### config.mk
export PLATFORM = sky130hd
export DESIGN_NAME = uart_tx_queue
export DESIGN_NICKNAME = d
export VERILOG_FILES = /design/src/rtl/uart_pkg.sv /design/src/rtl/sync_fifo.sv /design/src/rtl/uart_tx_queue.sv
export SDC_FILE = /design/constraint.sdc
export NUM_CORES = 1
export LEC_CHECK = 0
export BUFFER_PORTS_ARGS = -buffer_cell sky130_fd_sc_hd__buf_4
export CAP_MARGIN = 20
export CORE_MARGIN = 3
export CORE_UTILIZATION = 64
export CTS_BUF_LIST = sky130_fd_sc_hd__clkbuf_8
export DETAILED_ROUTE_END_ITERATION = 8
export PLACE_DENSITY = 0.79
export SLEW_MARGIN = 20
export SYNTH_ARGS = -nofsm -noshare
export SYNTH_HDL_FRONTEND = slang
export SYNTH_HIERARCHICAL = 1
export SYNTH_SLANG_ARGS = --single-unit
### constraint.sdc
create_clock -name clk -period 4.2 [get_ports clk]
set_clock_uncertainty 0.15 [all_clocks]
set_input_delay 0.84 -clock clk [delete_from_list [all_inputs] [get_ports clk]]
set_output_delay 0.84 -clock clk [all_outputs]
set_load 0.01 [all_outputs]
### src/rtl/uart_pkg.sv
// uart_pkg: shared constants and types for the queued UART transmitter.
//   DELAY_FRAMES_DEFAULT : clock cycles per bit (27 MHz / 115200 baud)
//   DATA_BITS            : payload bits per frame
//   FRAME_BITS           : start + data + stop bits per frame
//   txState_t            : serializer FSM state encoding
package uart_pkg;

    localparam int unsigned DELAY_FRAMES_DEFAULT = 234;
    localparam int unsigned DATA_BITS            = 8;
    localparam int unsigned FRAME_BITS           = 10;

    typedef enum logic [1:0] {
        TX_IDLE  = 2'd0,
        TX_START = 2'd1,
        TX_DATA  = 2'd2,
        TX_STOP  = 2'd3
    } txState_t;

endpackage

### src/rtl/sync_fifo.sv
// sync_fifo: single-clock circular FIFO with occupancy count.
//   clk, rst_n : rising-edge clock, asynchronous active-low reset
//   push       : write pushData at the tail (ignored when full)
//   pop        : advance the head (ignored when empty)
//   popData    : current head entry (valid when not empty)
//   full/empty : occupancy flags
//   count      : number of stored entries, 0..DEPTH
module sync_fifo #(
    parameter int unsigned DEPTH = 16,
    parameter int unsigned WIDTH = 8
) (
    input  logic                     clk,
    input  logic                     rst_n,
    input  logic                     push,
    input  logic [WIDTH-1:0]         pushData,
    input  logic                     pop,
    output logic [WIDTH-1:0]         popData,
    output logic                     full,
    output logic                     empty,
    output logic [$clog2(DEPTH):0]   count
);

    localparam int unsigned PTR_W = $clog2(DEPTH);

    logic [WIDTH-1:0] mem [DEPTH];
    logic [PTR_W-1:0] wrPtr;
    logic [PTR_W-1:0] rdPtr;
    logic             doPush;
    logic             doPop;

    assign full    = (count == (PTR_W+1)'(DEPTH));
    assign empty   = (count == '0);
    assign doPush  = push && !full;
    assign doPop   = pop && !empty;
    assign popData = mem[rdPtr];

    // Storage is intentionally not reset.
    always_ff @(posedge clk) begin
        if (doPush) begin
            mem[wrPtr] <= pushData;
        end
    end

    // DEPTH is a power of two, so pointers wrap by natural overflow.
    always_ff @(posedge clk or negedge rst_n) begin
        if (!rst_n) begin
            wrPtr <= '0;
            rdPtr <= '0;
            count <= '0;
        end else begin
            if (doPush) begin
                wrPtr <= wrPtr + PTR_W'(1);
            end
            if (doPop) begin
                rdPtr <= rdPtr + PTR_W'(1);
            end
            case ({doPush, doPop})
                2'b10:   count <= count + (PTR_W+1)'(1);
                2'b01:   count <= count - (PTR_W+1)'(1);
                default: count <= count;
            endcase
        end
    end

endmodule

### src/rtl/uart_tx_queue.sv
// uart_tx_queue: byte queue feeding an 8N1 UART serializer.
//   clk, rst_n : rising-edge clock, asynchronous active-low reset
//   in_data    : byte to transmit
//   in_valid   : producer offers in_data this cycle
//   in_ready   : queue can accept a byte (not full)
//   uart_tx    : registered serial line, idle high
//   busy       : a frame is being shifted out
//   count      : bytes currently queued
//   overflow   : sticky, set when a byte was offered while full
module uart_tx_queue
    import uart_pkg::*;
#(
    parameter int unsigned DELAY_FRAMES = DELAY_FRAMES_DEFAULT,
    parameter int unsigned DEPTH        = 16
) (
    input  logic                     clk,
    input  logic                     rst_n,
    input  logic [7:0]               in_data,
    input  logic                     in_valid,
    output logic                     in_ready,
    output logic                     uart_tx,
    output logic                     busy,
    output logic [$clog2(DEPTH):0]   count,
    output logic                     overflow
);

    localparam int unsigned CNT_W = $clog2(DELAY_FRAMES);

    generate
        if (DELAY_FRAMES < 2) begin : gBadDelay
            $error("DELAY_FRAMES must be at least 2");
        end
        if (DEPTH < 2 || (DEPTH & (DEPTH - 1)) != 0) begin : gBadDepth
            $error("DEPTH must be a power of two, at least 2");
        end
    endgenerate

    logic                 fifoFull;
    logic                 fifoEmpty;
    logic [7:0]           fifoData;
    logic                 pushReq;
    logic                 popReq;
    logic                 lastCycle;

    txState_t             state;
    logic [DATA_BITS-1:0] shiftReg;
    logic [2:0]           bitIdx;
    logic [CNT_W-1:0]     cycleCnt;
    logic                 txReg;
    logic                 busyReg;
    logic                 overflowReg;

    sync_fifo #(
        .DEPTH (DEPTH),
        .WIDTH (DATA_BITS)
    ) uFifo (
        .clk      (clk),
        .rst_n    (rst_n),
        .push     (pushReq),
        .pushData (in_data),
        .pop      (popReq),
        .popData  (fifoData),
        .full     (fifoFull),
        .empty    (fifoEmpty),
        .count    (count)
    );

    // Ready depends only on full, so a pop in the same cycle never frees a slot early.
    assign in_ready = !fifoFull;
    assign pushReq  = in_valid && in_ready;

    assign lastCycle = (({1'b0, cycleCnt} + (CNT_W+1)'(1)) == (CNT_W+1)'(DELAY_FRAMES));

    // Pop from IDLE, or on the final stop-bit cycle to chain frames without a gap.
    assign popReq = !fifoEmpty &&
                    ((state == TX_IDLE) || ((state == TX_STOP) && lastCycle));

    assign uart_tx  = txReg;
    assign busy     = busyReg;
    assign overflow = overflowReg;

    always_ff @(posedge clk or negedge rst_n) begin
        if (!rst_n) begin
            overflowReg <= 1'b0;
        end else if (in_valid && !in_ready) begin
            overflowReg <= 1'b1;
        end
    end

    always_ff @(posedge clk or negedge rst_n) begin
        if (!rst_n) begin
            state    <= TX_IDLE;
            shiftReg <= '0;
            bitIdx   <= '0;
            cycleCnt <= '0;
            txReg    <= 1'b1;
            busyReg  <= 1'b0;
        end else begin
            case (state)
                TX_IDLE: begin
                    txReg <= 1'b1;
                    if (popReq) begin
                        shiftReg <= fifoData;
                        bitIdx   <= '0;
                        cycleCnt <= '0;
                        txReg    <= 1'b0;
                        busyReg  <= 1'b1;
                        state    <= TX_START;
                    end
                end
                TX_START: begin
                    if (lastCycle) begin
                        cycleCnt <= '0;
                        txReg    <= shiftReg[0];
                        state    <= TX_DATA;
                    end else begin
                        cycleCnt <= cycleCnt + CNT_W'(1);
                    end
                end
                TX_DATA: begin
                    if (lastCycle) begin
                        cycleCnt <= '0;
                        if (bitIdx == 3'(DATA_BITS - 1)) begin
                            txReg <= 1'b1;
                            state <= TX_STOP;
                        end else begin
                            bitIdx <= bitIdx + 3'd1;
                            txReg  <= shiftReg[bitIdx + 3'd1];
                        end
                    end else begin
                        cycleCnt <= cycleCnt + CNT_W'(1);
                    end
                end
                TX_STOP: begin
                    if (lastCycle) begin
                        cycleCnt <= '0;
                        if (popReq) begin
                            shiftReg <= fifoData;
                            bitIdx   <= '0;
                            txReg    <= 1'b0;
                            state    <= TX_START;
                        end else begin
                            busyReg <= 1'b0;
                            state   <= TX_IDLE;
                        end
                    end else begin
                        cycleCnt <= cycleCnt + CNT_W'(1);
                    end
                end
                default: begin
                    txReg   <= 1'b1;
                    busyReg <= 1'b0;
                    state   <= TX_IDLE;
                end
            endcase
        end
    end

endmodule
==> flow_results.org <==
** Logic synthesis
- Cell type contributing the most total cell area after synthesis :: edfxtp_1
- The netlist uses 58 different library cells.
- In this run, synthesis produced a sequential element count of 165.
- Cell Area, Synth :: 7220 um2
- Warnings from Yosys :: 6
- When the netlist entered floorplanning its net count stood at 498.
- Fraction of synthesized cell area taken by the top area cell type :: 0.532
- By count the netlist is led by edfxtp_1, dfrtp_1, nand2_1.
- Most area-consuming cells after synthesis :: edfxtp_1, dfrtp_1, mux4_2
- For this run, the leading register cell type out of synthesis is edfxtp_1.
- In this run, synthesis inferred 128 flip-flops with an integrated enable.
- Number of instances in the synthesized netlist :: 468
- Cell with the most instances after synthesis :: edfxtp_1
- For this run, asynchronously set or reset flops after synthesis account for 0.224.
- Of the synthesized area, sequential elements account for 0.660.
- A synthesized cell averages 15.4 um2.

** Timing
- Measured against its own limit, the worst slew margin works out to 0.393.
- Max Transition Viols Final :: 0
- Setup TNS :: 0 ns
- Setup violations remaining at the end of the flow were counted as 0.
- Slew at the pin closest to its max-slew limit :: ~0.9 ns
- Setup repair after global routing left no endpoint under its margin.
- Highest attainable clock frequency :: between 200 and 300 MHz
- After layout, the minimum clock period comes to 3.82 ns.
- Final Hold Violating Endpoints :: 0
- Dividing the final minimum period by the clock period gives 0.909.

** Die
- In this run the count of I/O pins placed on the die edge is 20.
- Core area :: 10,900 um2
- Std cell rows :: 38
- Starting utilization of the core area :: 0.661
- The floorplan step set the die height to 112 um.
- Die X :: roughly 110 um
- Full die area :: 12,600 um2

** CTS
- Num Clock Sinks :: 165
- Post_cts resized :: 0
- Clock input transition at the sequential cells of the worst setup and hold paths :: 0.09 ns
- Number of buffers created by CTS :: 17
- Count of buffers added by post-CTS timing repair for setup :: 0
- The later pin in the worst-skew pair is clocked with a latency of 0.43 ns.
- Level count of the clock H-tree :: 4
- Clock tree from TritonCTS :: done
- No sink is reached through more buffers than the 2 on the longest clock path.
- CTS placed an instance of clkbuf_8 at the clock tree root.
- Hold buffer count at CTS :: 0

** Route
- DRT Pass-1 Iters :: 5
- Detailed router's first-iteration violation count :: 333
- The count of nets left with antenna violations once routing finished came out at 0.
- The final layout contains routed wiring with a total length of 13.0 mm.
- Post-detailed-route DRC marker count :: 0
- Via total after detailed routing :: roughly 4,000
- Using the TritonRoute via totals, the vias-per-cell ratio works out to 6.19.
- Dividing the detail-routed wire length by the instance count gives approximately 20 um.

** Setup path
- The worst setup path is captured at a flop.
- The setup check on the worst reg-to-reg path leaves a slack of 0.38 ns.
- Type of element launching the critical path :: flop
- CP Data Required Time :: 4.36 ns
- In this run the worst path has a maximum fanout of 7.
- The worst setup path is of the reg2reg kind.
- Worst Path Arrival :: 3.98 ns

** GRT
- Number of antenna violations at the first check in global routing :: 0
- Via count of the first global-routing pass :: about 4,000
- Global router's overall resource usage :: 0.221
- Pin count of the biggest net entering global routing :: 38
- Overflow left after global routing :: 0
- The first global-routing pass estimated 21.3 mm of wire.

** Layout
- Of the cells placed in the final design, the portion with a size suffix greater than 1 is 0.208.
- After the last flow step, the layout net total stands at 521.
- The number of antenna diodes in the final layout is 0.
- From synthesis to final layout, the design area changed by 8.59%.
- Post-route non-filler standard cell count :: approximately 640

** Power and ir drop
- Leakage power :: 2.96 nW
- Across the VDD grid, the largest voltage drop is approximately 0.37 mV.
- For this design the ratio of total power to cell area is 464 nW/um2.

** Placed design
- Once detailed placement completed, the half-perimeter wirelength came to ~8.7 mm.
- In this run the tool buffered the top-level ports with 19 buffer cells.
- Routability-driven placement finished with a final weighted congestion of 0.847.
- Cell count after placement :: 612

** Status
- The flow ran to the end, and the final reports show no timing, DRC or antenna violations.

** Min path
- Type of the worst min-delay path :: in2async

** Job
- The tool flagged a number of max-cap violations equal to 0.
-- worst paths after layout --
| path | start | end | depth (start not counted) |
|---|---|---|---|
| min in group clk | overflow$_DFFE_PN0P_ | overflow$_DFFE_PN0P_ | 1 |
| max | cycleCnt[0]$_DFFE_PN0P_ | uFifo/count[4]$_DFFE_PN0P_ | 15 |
| min | rst_n | cycleCnt[2]$_DFFE_PN0P_ | 1 |
| max reg2reg | cycleCnt[0]$_DFFE_PN0P_ | uFifo/count[4]$_DFFE_PN0P_ | 15 |
| min reg2reg | overflow$_DFFE_PN0P_ | overflow$_DFFE_PN0P_ | 1 |
| max in group asynchronous | rst_n | uFifo/rdPtr[0]$_DFFE_PN0P_ | 1 |
-- flip-flops by register name (all words and copies together) (netlist names) --
| signal | cells |
|---|---|
| uFifo/mem | 128 |
| cycleCnt | 8 |
| shiftReg | 8 |
| uFifo/count | 5 |
| uFifo/rdPtr | 4 |
| uFifo/wrPtr | 4 |
| bitIdx | 3 |
| state | 2 |
| busy | 1 |
| overflow | 1 |
| uart_tx | 1 |
-- metrics by stage --
stage | hold WS [ns] | cell area [um2] | setup slack, ns | power [mW] | util
6_report | 0.202 | 7840 | 0.382 | 3.64 | 0.717
5_1_grt | 0.226 | 7840 | 0.0597 | 3.80 | 0.717
4_1_cts | 0.204 | 7840 | 0.388 | 3.66 | 0.717
3_5_place_dp | 0.314 | 7430 | 0.420 | 2.50 | 0.680
3_3_place_gp | 0.291 | 7430 | 0.608 | 2.47 | 0.680
2_1_floorplan | 0.325 | 7220 | 0.747 | 2.32 | -
-- area by class of cell --
type | count | area (um2)
sequential | 165 | 4770
clock buffer | 17 | 234
clock inverter | 15 | 178
fill | 729 | 3090
inverter | 13 | 48.8
tap | 140 | 175
multi-input combinational | 267 | 2230
timing repair buffer | 27 | 203
-- critical path, stage by stage, from the launching register on --
cell	delay, ns
dfrtp_1	0.46
ha_1	0.28
nor4b_1	0.32
a41o_2	0.16
o21a_1	0.18
nand3_2	0.14
a21oi_1	0.16
nor2b_1	0.21
ha_1	0.28
inv_1	0.10
fa_1	0.41
nor2b_1	0.13
o21ai_0	0.12
nand3_1	0.10
or3b_1	0.36
xnor2_1	0.14
-- cells in the final DEF, fill, tap and decap left out, types with 9 or more instances in the layout --
master / synthesis / layout
ha_1: 18 / 18
mux4_2: 18 / 18
mux2i_1: 27 / 27
buf_4: 2 / 27
nor3_1: 9 / 9
edfxtp_1: 128 / 128
inv_1: 13 / 15
nor2_1: 19 / 19
nand2_1: 28 / 28
o21ai_0: 27 / 27
clkbuf_8: 0 / 17
a21oi_1: 17 / 17
mux2_2: 17 / 17
dfrtp_1: 36 / 35
-- cell families (layout without fill, tap and decap cells) --
kind of cell	after synthesis	in the layout	share of synthesized area
flops	165	165	0.660
compound gates	88	88	0.0811
simple gates	86	86	0.0587
mux	63	63	0.122
buf+inv	36	72	0.0303
fa+ha+maj	19	19	0.0340
xor+xnor	11	11	0.0133
-- per-layer routing --
| metal | up-vias | wire [um] | global-route usage |
|---|---|---|---|
| li1 | 1840 | - | - |
| met1 | 2024 | 5870 | 0.321 |
| met2 | 98 | 6250 | 0.340 |
| met3 | 22 | 601 | 0.0485 |
| met4 | 0 | 255 | 0.0729 |
| met5 | - | 0 | 0 |
-- power breakdown --
part	total (mW)	switching, mW	leakage (nW)	internal (mW)
logic	0.437	0.264	1.14	0.173
clock network	1.17	0.577	0.213	0.594
registers	2.03	0.0970	1.60	1.93
total	3.64	0.938	2.96	2.70
No activity file was read; power rests on OpenSTA's default activity.
